## src/rtl/lfsr_run_ctrl_if.sv

```systemverilog
// Bundle of board-request, datapath and status signals for lfsr_run_ctrl.
//   master : board/datapath side; drives seed, requests and lfsr_q feedback.
//   slave  : controller side; drives lfsr_ld/lfsr_en/lfsr_seed and status outputs.
interface lfsr_run_ctrl_if;
    logic [7:0] seed;
    logic       load_req;
    logic       run_req;
    logic       step_req;
    logic [7:0] lfsr_q;
    logic       lfsr_ld;
    logic       lfsr_en;
    logic [7:0] lfsr_seed;
    logic       busy;
    logic       seed_err;
    logic [7:0] period;
    logic       period_vld;

    modport master (
        output seed, load_req, run_req, step_req, lfsr_q,
        input  lfsr_ld, lfsr_en, lfsr_seed, busy, seed_err, period, period_vld
    );

    modport slave (
        input  seed, load_req, run_req, step_req, lfsr_q,
        output lfsr_ld, lfsr_en, lfsr_seed, busy, seed_err, period, period_vld
    );
endinterface

```

## src/rtl/lfsr_run_ctrl.sv

```systemverilog
// Sequencer for the 8-bit LFSR datapath behind the two-digit hex display.
// Loads a seed (rejecting the all-zero lock-up value), free-runs the LFSR at one
// step per DIV clocks or single-steps it while paused, and measures the sequence
// period by counting steps until the state returns to the seed.
//
// Ports:
//   clk  - system clock
//   rst  - asynchronous active-low reset
//   bus  - lfsr_run_ctrl_if.slave: seed/load_req/run_req/step_req/lfsr_q in;
//          lfsr_ld/lfsr_en/lfsr_seed/busy/seed_err/period/period_vld out
//
// Optional build macro LFSR_RUN_CTRL_AUTOSTOP_EN: leave RUN as soon as a period is
// captured; RUN is re-entered only after run_req is seen low then high again.
module lfsr_run_ctrl #(
    parameter int unsigned DIV   = 25000000,
    parameter int unsigned DIV_W = 25
) (
    input  logic                 clk,
    input  logic                 rst,
    lfsr_run_ctrl_if.slave       bus
);

    typedef enum logic [2:0] {StIdle, StLoad, StRun, StStep, StErr} state_e;

    localparam logic [DIV_W-1:0] PrescMax = DIV_W'(DIV - 1);

    state_e           state_q, state_d;
    logic             lfsr_ld_q, lfsr_ld_d;
    logic             lfsr_en_q, lfsr_en_d;
    logic [7:0]       lfsr_seed_q, lfsr_seed_d;
    logic             busy_q, busy_d;
    logic             seed_err_q, seed_err_d;
    logic [7:0]       period_q, period_d;
    logic             period_vld_q, period_vld_d;
    logic             loaded_q, loaded_d;
    logic [7:0]       step_cnt_q, step_cnt_d;
    logic             sat_q, sat_d;
    logic [DIV_W-1:0] presc_q, presc_d;
    logic             chk_q, chk_d;
    logic             capture;
    logic             run_ok;

`ifdef LFSR_RUN_CTRL_AUTOSTOP_EN
    // Set on auto-stop; blocks RUN until run_req has been seen low.
    logic run_hold_q, run_hold_d;
    assign run_ok = bus.run_req && loaded_q && !run_hold_q;
`else
    assign run_ok = bus.run_req && loaded_q;
`endif

    // chk_q marks the cycle after a step, when lfsr_q already shows the new state.
    // sat_q blocks capture once the step count has overflowed its 8-bit range.
    assign capture = chk_q && (bus.lfsr_q == lfsr_seed_q) && !period_vld_q && !sat_q;

    always_comb begin
        state_d      = state_q;
        lfsr_ld_d    = 1'b0;
        lfsr_en_d    = 1'b0;
        lfsr_seed_d  = lfsr_seed_q;
        period_d     = period_q;
        period_vld_d = period_vld_q;
        loaded_d     = loaded_q;
        step_cnt_d   = step_cnt_q;
        sat_d        = sat_q;
        presc_d      = presc_q;
        chk_d        = 1'b0;
`ifdef LFSR_RUN_CTRL_AUTOSTOP_EN
        run_hold_d   = run_hold_q;
        if (!bus.run_req) begin
            run_hold_d = 1'b0;
        end
`endif

        // Count the step the datapath takes on this edge.
        if (lfsr_en_q) begin
            chk_d = 1'b1;
            if (step_cnt_q == 8'hFF) begin
                sat_d = 1'b1;
            end else begin
                step_cnt_d = step_cnt_q + 8'd1;
            end
        end

        if (capture) begin
            period_d     = step_cnt_q;
            period_vld_d = 1'b1;
        end

        unique case (state_q)
            StIdle: begin
                if (run_ok) begin
                    state_d = StRun;
                end else if (bus.step_req && loaded_q) begin
                    state_d   = StStep;
                    lfsr_en_d = 1'b1;
                end
            end
            StLoad: begin
                state_d = bus.run_req ? StRun : StIdle;
            end
            StStep: begin
                state_d = StIdle;
            end
            StRun: begin
                if (!bus.run_req) begin
                    state_d = StIdle;
                    presc_d = '0;
`ifdef LFSR_RUN_CTRL_AUTOSTOP_EN
                end else if (capture) begin
                    state_d    = StIdle;
                    presc_d    = '0;
                    run_hold_d = 1'b1;
`endif
                end else if (presc_q == PrescMax) begin
                    presc_d   = '0;
                    lfsr_en_d = 1'b1;
                end else begin
                    presc_d = presc_q + DIV_W'(1);
                end
            end
            StErr: begin
                // Held until a nonzero seed is loaded.
            end
            default: begin
                state_d = StIdle;
            end
        endcase

        // Load overrides everything else in every state.
        if (bus.load_req) begin
            lfsr_en_d    = 1'b0;
            period_vld_d = 1'b0;
            chk_d        = 1'b0;
            if (bus.seed == 8'h00) begin
                state_d  = StErr;
                loaded_d = 1'b0;
            end else begin
                state_d     = StLoad;
                lfsr_ld_d   = 1'b1;
                lfsr_seed_d = bus.seed;
                step_cnt_d  = 8'h00;
                sat_d       = 1'b0;
                period_d    = 8'h00;
                presc_d     = '0;
                loaded_d    = 1'b1;
`ifdef LFSR_RUN_CTRL_AUTOSTOP_EN
                run_hold_d  = 1'b0;
`endif
            end
        end

        busy_d     = (state_d == StRun);
        seed_err_d = (state_d == StErr);
    end

    always_ff @(posedge clk or negedge rst) begin
        if (!rst) begin
            state_q      <= StIdle;
            lfsr_ld_q    <= 1'b0;
            lfsr_en_q    <= 1'b0;
            lfsr_seed_q  <= 8'h00;
            busy_q       <= 1'b0;
            seed_err_q   <= 1'b0;
            period_q     <= 8'h00;
            period_vld_q <= 1'b0;
            loaded_q     <= 1'b0;
            step_cnt_q   <= 8'h00;
            sat_q        <= 1'b0;
            presc_q      <= '0;
            chk_q        <= 1'b0;
`ifdef LFSR_RUN_CTRL_AUTOSTOP_EN
            run_hold_q   <= 1'b0;
`endif
        end else begin
            state_q      <= state_d;
            lfsr_ld_q    <= lfsr_ld_d;
            lfsr_en_q    <= lfsr_en_d;
            lfsr_seed_q  <= lfsr_seed_d;
            busy_q       <= busy_d;
            seed_err_q   <= seed_err_d;
            period_q     <= period_d;
            period_vld_q <= period_vld_d;
            loaded_q     <= loaded_d;
            step_cnt_q   <= step_cnt_d;
            sat_q        <= sat_d;
            presc_q      <= presc_d;
            chk_q        <= chk_d;
`ifdef LFSR_RUN_CTRL_AUTOSTOP_EN
            run_hold_q   <= run_hold_d;
`endif
        end
    end

    assign bus.lfsr_ld    = lfsr_ld_q;
    assign bus.lfsr_en    = lfsr_en_q;
    assign bus.lfsr_seed  = lfsr_seed_q;
    assign bus.busy       = busy_q;
    assign bus.seed_err   = seed_err_q;
    assign bus.period     = period_q;
    assign bus.period_vld = period_vld_q;

endmodule

```

## src/flat_wrapper.sv

```systemverilog
// flat-port wrapper written by rule: the top's interface ports become plain ports
module lfsr_run_ctrl_flat 
#(
    parameter int unsigned DIV   = 25000000,
    parameter int unsigned DIV_W = 25
)
  (clk, rst, bus_seed, bus_load_req, bus_run_req, bus_step_req, bus_lfsr_q, bus_lfsr_ld, bus_lfsr_en, bus_lfsr_seed, bus_busy, bus_seed_err, bus_period, bus_period_vld);
  lfsr_run_ctrl_if bus_i ();
  input  logic clk;
  input  logic rst;
  input wire logic [$bits(bus_i.seed)-1:0] bus_seed;
  input wire logic [$bits(bus_i.load_req)-1:0] bus_load_req;
  input wire logic [$bits(bus_i.run_req)-1:0] bus_run_req;
  input wire logic [$bits(bus_i.step_req)-1:0] bus_step_req;
  input wire logic [$bits(bus_i.lfsr_q)-1:0] bus_lfsr_q;
  output wire logic [$bits(bus_i.lfsr_ld)-1:0] bus_lfsr_ld;
  output wire logic [$bits(bus_i.lfsr_en)-1:0] bus_lfsr_en;
  output wire logic [$bits(bus_i.lfsr_seed)-1:0] bus_lfsr_seed;
  output wire logic [$bits(bus_i.busy)-1:0] bus_busy;
  output wire logic [$bits(bus_i.seed_err)-1:0] bus_seed_err;
  output wire logic [$bits(bus_i.period)-1:0] bus_period;
  output wire logic [$bits(bus_i.period_vld)-1:0] bus_period_vld;
  assign bus_i.seed = bus_seed;
  assign bus_i.load_req = bus_load_req;
  assign bus_i.run_req = bus_run_req;
  assign bus_i.step_req = bus_step_req;
  assign bus_i.lfsr_q = bus_lfsr_q;
  assign bus_lfsr_ld = bus_i.lfsr_ld;
  assign bus_lfsr_en = bus_i.lfsr_en;
  assign bus_lfsr_seed = bus_i.lfsr_seed;
  assign bus_busy = bus_i.busy;
  assign bus_seed_err = bus_i.seed_err;
  assign bus_period = bus_i.period;
  assign bus_period_vld = bus_i.period_vld;
  lfsr_run_ctrl #(.DIV(DIV), .DIV_W(DIV_W)) u_core (.clk(clk), .rst(rst), .bus(bus_i));
endmodule
```

## config.mk

```make
export PLATFORM = sky130hd
export DESIGN_NAME = lfsr_run_ctrl_flat
export DESIGN_NICKNAME = d
export VERILOG_FILES = /design/src/rtl/lfsr_run_ctrl_if.sv /design/src/rtl/lfsr_run_ctrl.sv /design/src/flat_wrapper.sv
export SDC_FILE = /design/constraint.sdc
export NUM_CORES = 1
export LEC_CHECK = 0
export ABC_CLOCK_PERIOD_IN_PS = 3200
export BUFFER_PORTS_ARGS = -buffer_cell sky130_fd_sc_hd__buf_2
export CORE_ASPECT_RATIO = 1.2
export CORE_MARGIN = 3
export CORE_UTILIZATION = 50
export DETAILED_ROUTE_END_ITERATION = 7
export PLACE_DENSITY = 0.78
export SLEW_MARGIN = 40
export SYNTH_ARGS = -nofsm -noshare
export SYNTH_HDL_FRONTEND = slang
export SYNTH_SLANG_ARGS = --single-unit
```

## constraint.sdc

```tcl
create_clock -name clk -period 3.2 [get_ports clk]
set_input_delay 0.48 -clock clk [delete_from_list [all_inputs] [get_ports clk]]
set_output_delay 0.48 -clock clk [all_outputs]
set_load 0.005 [all_outputs]
```

# ---- Word-level counts from Yosys, hierarchy flattened
# Cells that the tools add are included.
dict set report word_totals {
  ff_bits 60
  latch_bits 0
  ram_bits 0
  romBits 0
  out_inout_bits 21
  word_cells 70
  memories 0
}
dict set report op_classes {
  addsub 2
  n_mul 0
  n_div 0
  order_cmp 0
  eq_ne 8
  n_shift 0
  mux 35
  bitwise_logic 1
  n_reduce_logical 11
}
# cell count
set op_table {}
lappend op_table {{2-to-1 mux 25 bit} 5}
lappend op_table {{2-to-1 mux 8 bit} 7}
lappend op_table {{adder 25 x 1 -> 25 bit (second input constant)} 1}
lappend op_table {{equality test 25 bit (second input constant)} 1}
lappend op_table {{2-to-1 mux 1 bit} 15}
lappend op_table {{2-to-1 mux 3 bit} 5}
lappend op_table {{case mux 3 bit (4 select lines)} 1}
lappend op_table {{adder 8 x 1 -> 8 bit (second input constant)} 1}
lappend op_table {{equality test 8 bit} 1}
lappend op_table {{equality test 8 bit (second input constant)} 1}
lappend op_table {{logical NOT 8 bit} 1}
lappend op_table {{equality test 3 x 2 -> 1 bit (second input constant)} 2}
lappend op_table {{equality test 3 bit (second input constant)} 2}
lappend op_table {{logical AND 1 bit} 5}
lappend op_table {{equality test 3 x 1 -> 1 bit (second input constant)} 1}
lappend op_table {{logical NOT 3 bit} 1}
lappend op_table {{logical NOT 1 bit} 2}
lappend op_table {{2-to-1 mux 2 bit} 1}
lappend op_table {{case mux 1 bit (2 select lines)} 1}
lappend op_table {{AND reduction 2 bit} 1}
lappend op_table {{nonzero test 2 bit} 1}
lappend op_table {{NOT 1 bit} 1}

# ---- Longest topological paths before layout
dict set report depth {
  word_depth 7
  depth_mapped 7
  ltp_nobuf 6
}

# ---- Least setup slack after synthesis
# No wires, ideal clock.
dict set report synth_timing {
  path_kind {register to register}
  start {register u_core.presc_q[9]}
  end {register u_core.presc_q[22]}
  arrival_ps 1809
  setup_slack_ps 1248
  stages_incl_launch_ff 8
  path_buffers 2
  cell_sequence {dfrtp_1 buf_6 nor4_4 nand4_2 o41a_4 buf_6 a41oi_2 o31ai_1}
}
dict set report synth_via {
  elab_chain_cells 6
}
# element line
set synth_lines {}
lappend synth_lines {{start: declaration} lfsr_run_ctrl.sv:38} ;# logic [DIV_W-1:0] presc_q, presc_d;
lappend synth_lines {{start signal: assignment} lfsr_run_ctrl.sv:186} ;# presc_q <= presc_d;
lappend synth_lines {{adder 25 x 1 -> 25 bit or equality test 25 bit (tied branches)} {lfsr_run_ctrl.sv:118, lfsr_run_ctrl.sv:114}}
lappend synth_lines {{2-to-1 mux 25 bit (*)} lfsr_run_ctrl.sv:114} ;# end else if (presc_q == PrescMax) begin
lappend synth_lines {{2-to-1 mux 25 bit (*)} lfsr_run_ctrl.sv:105} ;# if (!bus.run_req) begin
lappend synth_lines {{2-to-1 mux 25 bit (*)} lfsr_run_ctrl.sv:89} ;# unique case (state_q)
lappend synth_lines {{2-to-1 mux 25 bit} lfsr_run_ctrl.sv:134} ;# if (bus.seed == 8'h00) begin
lappend synth_lines {{2-to-1 mux 25 bit (*)} lfsr_run_ctrl.sv:130} ;# if (bus.load_req) begin
lappend synth_lines {{net u_core.presc_d[22]} lfsr_run_ctrl.sv:38}
# The timed path passes the listed nets; every way through them passes the cells marked *.
# A chain may end at the register's enable or synchronous reset.

# ---- Worst setup path in the final report
dict set report layout_timing {
  start {register u_core.presc_q[9]}
  end {register u_core.presc_q[24]}
}
# Same word-level chain as after synthesis.

==> results_dict.tcl <==
set metrics [dict create \
    antenna_found_initial 0 \
    p_sw_mw 0.3782 \
    synthCells 348 \
    p_per_area_mw_per_mm2 468.8 \
    areaGrowthSynthToFinish_pct 15.41 \
    htree_levels 3 \
    cap_violations 0 \
    first_pass_iters 4 \
    outcome "complete, no violations" \
    crit_type "reg2reg" \
    yosys_warnings 0 \
    intPower_mw 1.379 \
    yosys-top-cells-area "dfrtp_1 (46%), nor2_1 (5.5%), nand2_1 (5.1%), nand3_1 (4.0%), mux2i_1 (3.4%)" \
    route.detailed.drc 0 \
    fin_area_mm2 0.003747 \
    tns_ps 0 \
    cp.arrival_ps 2440 \
    io_pins 42 \
    total_power_mw 1.757 \
    cts-hold-fix-buffers 0 \
    cts_resized 0 \
    die_x_um 79.56 \
    synth_ff_type "dfrtp_1" \
    rows 31 \
    fmax_mhz 451.9 \
    grt_pass1_vias 2621 \
    n_antenna_cell 0 \
    finalSetupViolations 0 \
    regArea_mm2 0.001501 \
    cts.sinks 60 \
    layoutNonFillerInstCount 472 \
    vias 2744 \
    grt_pass1_wl_mm 11.91 \
    final_layout_size_suffix_gt1_frac 0.1872 \
    slew_violations 0 \
    path_cells "nor4_4 > nand4_2 > o41ai_2 > o41ai_1 > a41o_1" \
    worst_pin_slew_ps 669.3 \
    multi_input_area_mm2 0.001633 \
    cp-start-kind "register" \
    design.die.area_mm2 0.007501 \
    final_nets 408 \
    peakVddDrop_mv 0.2488 \
    p_seq_frac 0.448 \
    yosysTopAreaCell "dfrtp_1" \
    clk_pin_slew_ps 70 \
    async_flop_share 1.000 \
    place_area_mm2 0.003497 \
    wl_per_cell_um 14.91 \
    die_h_um 94.28 \
    cts_tree "yes" \
    grt_max_degree 48 \
    slowest_delay_ps 710 \
    finalCritPeriodShare 0.6915 \
    initial_core_util 0.5265 \
    hold_class "in2async" \
    setup_ws_ps 987.2 \
    core-area_mm2 0.006167 \
    post-cts-setup-buffers 0 \
    dp_cells 456 \
    p_comb_frac 0.069 \
    whs_ps 120.8 \
    dp_slack_ps 861.3 \
    leakage_nw 1.660 \
    relSlewSlack 0.5489 \
    wl_mm 7.039 \
    slowest_stage "o41ai_2" \
    synthDistinctLibCells 57 \
    synth_area_mm2 0.003247 \
    drtIter0Drc 183 \
    fillerInstances 507 \
    critPathRequiredTime_ps 3430 \
    clockPowerShare 0.483 \
    rsz0062_at_grt "no" \
    period_minus_slack_ps 2213 \
    seq_area_frac_synth 0.4624 \
    clock_skew_ps 8.453 \
    clock_path_buffers 2 \
    synth_edf_count 0 \
    cts_root_buf "clkbuf_8" \
    syn-num-nets 371 \
    clock_latency_ps 340 \
    place.gp.congestion 0.8277 \
    gr-total-overflow 0 \
    drtAntennaViolNets 0 \
    place_hpwl_mm 4.856 \
    p_sw_frac 0.2153 \
    grt.total_usage 0.2030 \
    viasPerCell 5.814 \
    crit_path_end_kind "register" \
    portBuffers 41 \
    ys_ff_latch 60 \
    synth_top_area_frac 0.4624 \
    fin_util 0.6076 \
    syn_avg_cell_area_um2 9.330 \
    crit_fanout 8 \
    cts_buffers 9 \
    finalHoldViolations 0 \
]
## logic make-up (layout without fill, tap and decap cells)
group | after synthesis | after routing | share of synthesized area
xor+xnor | 20 | 20 | 0.05395
fa+ha+maj | 2 | 2 | 0.007706
buf+inv | 24 | 66 | 0.03468
mux | 11 | 11 | 0.03391
compound gates | 42 | 42 | 0.1025
flops | 60 | 60 | 0.4624
simple gates | 189 | 189 | 0.3048
## power by group through the flow
stage	Combinational (mW)	Clock, mW	Sequential, mW
6_report	0.122	0.848	0.787
5_1_grt	0.138	0.894	0.790
4_1_cts	0.124	0.863	0.787
3_5_place_dp	0.124	0	0.801
3_3_place_gp	0.120	0	0.801
2_1_floorplan	0.0643	0	0.801
## path summary, 6_finish.rpt
check / from / end / slack (ps) / cells past startpoint
setup / recovery: u_core.presc_q[9] / u_core.presc_q[24] / 990 / 5
hold / removal: rst / u_core.bus.period[6] / 120 / 1
setup reg to reg: u_core.presc_q[9] / u_core.presc_q[24] / 990 / 5
hold reg to reg: u_core.bus.lfsr_seed[7] / u_core.bus.lfsr_seed[7] / 520 / 2
max in group asynchronous: rst / u_core.presc_q[23] / 2430 / 2
min in group clk: bus_seed[3] / u_core.bus.lfsr_seed[3] / 350 / 3
## cell usage after synthesis (3+ instances only)
cell and n:
or3_1 5, or4_1 3, nand2_1 44, o211ai_1 4, xor2_1 8, nor3b_1 3
inv_1 3, clkbuf_1 10, nor2b_1 3, nor2_1 48, and2_1 3, nor3_1 5
nand3_1 26, nor4_1 6, nand2b_1 3, mux2i_1 11, nand4_1 17, dfrtp_1 60
and3_1 10, a21oi_1 12, o41ai_1 3, xnor2_1 12, buf_2 5, a31oi_1 3
## critical path: cells and delay by family (launching register included)
kind / cells / cell delay, ps
AND/OR/NAND/NOR: 2 / 510
AO/OA/AOI/OAI: 3 / 1100
flip-flops: 1 / 490
## sequential cells by signal (all words and copies together) (netlist names)
name / flops
u_core.bus.lfsr_ld: 1
u_core.bus.busy: 1
u_core.loaded_q: 1
u_core.bus.lfsr_seed: 8
u_core.sat_q: 1
u_core.state_q: 3
u_core.bus.period_vld: 1
u_core.bus.lfsr_en: 1
u_core.presc_q: 25
u_core.bus.period: 8
u_core.bus.seed_err: 1
u_core.step_cnt_q: 8
u_core.chk_q: 1
## placed cells by master (no fill, tap or decap), types with 4 or more instances in the layout
master	instances
dfrtp_1	60
mux2i_1	11
and3_1	10
xor2_1	8
nand4_1	17
nand3_1	26
nor4_1	6
xnor2_1	12
o211ai_1	4
nor3_1	5
nand2_1	44
nor2_1	48
buf_2	40
buf_4	6
clkbuf_8	11
a21oi_1	12
or3_1	5
## per-layer routing
metal	track usage	wire length, µm	vias up
met3	0.05086	422	11
met2	0.3391	3411	95
li1	-	-	1336
met5	0	0	-
met1	0.2526	3115	1302
met4	0.07307	89	0
## area by class of cell
type	count	area share
Multi-Input combinational cell	264	0.4357
Sequential cell	60	0.4007
Timing Repair Buffer	46	0.06544
Clock buffer	12	0.04140
Tap cell	82	0.02738
Clock inverter	4	0.02538
Inverter	4	0.004007
Note: power is estimated with default switching activity, not from simulation.
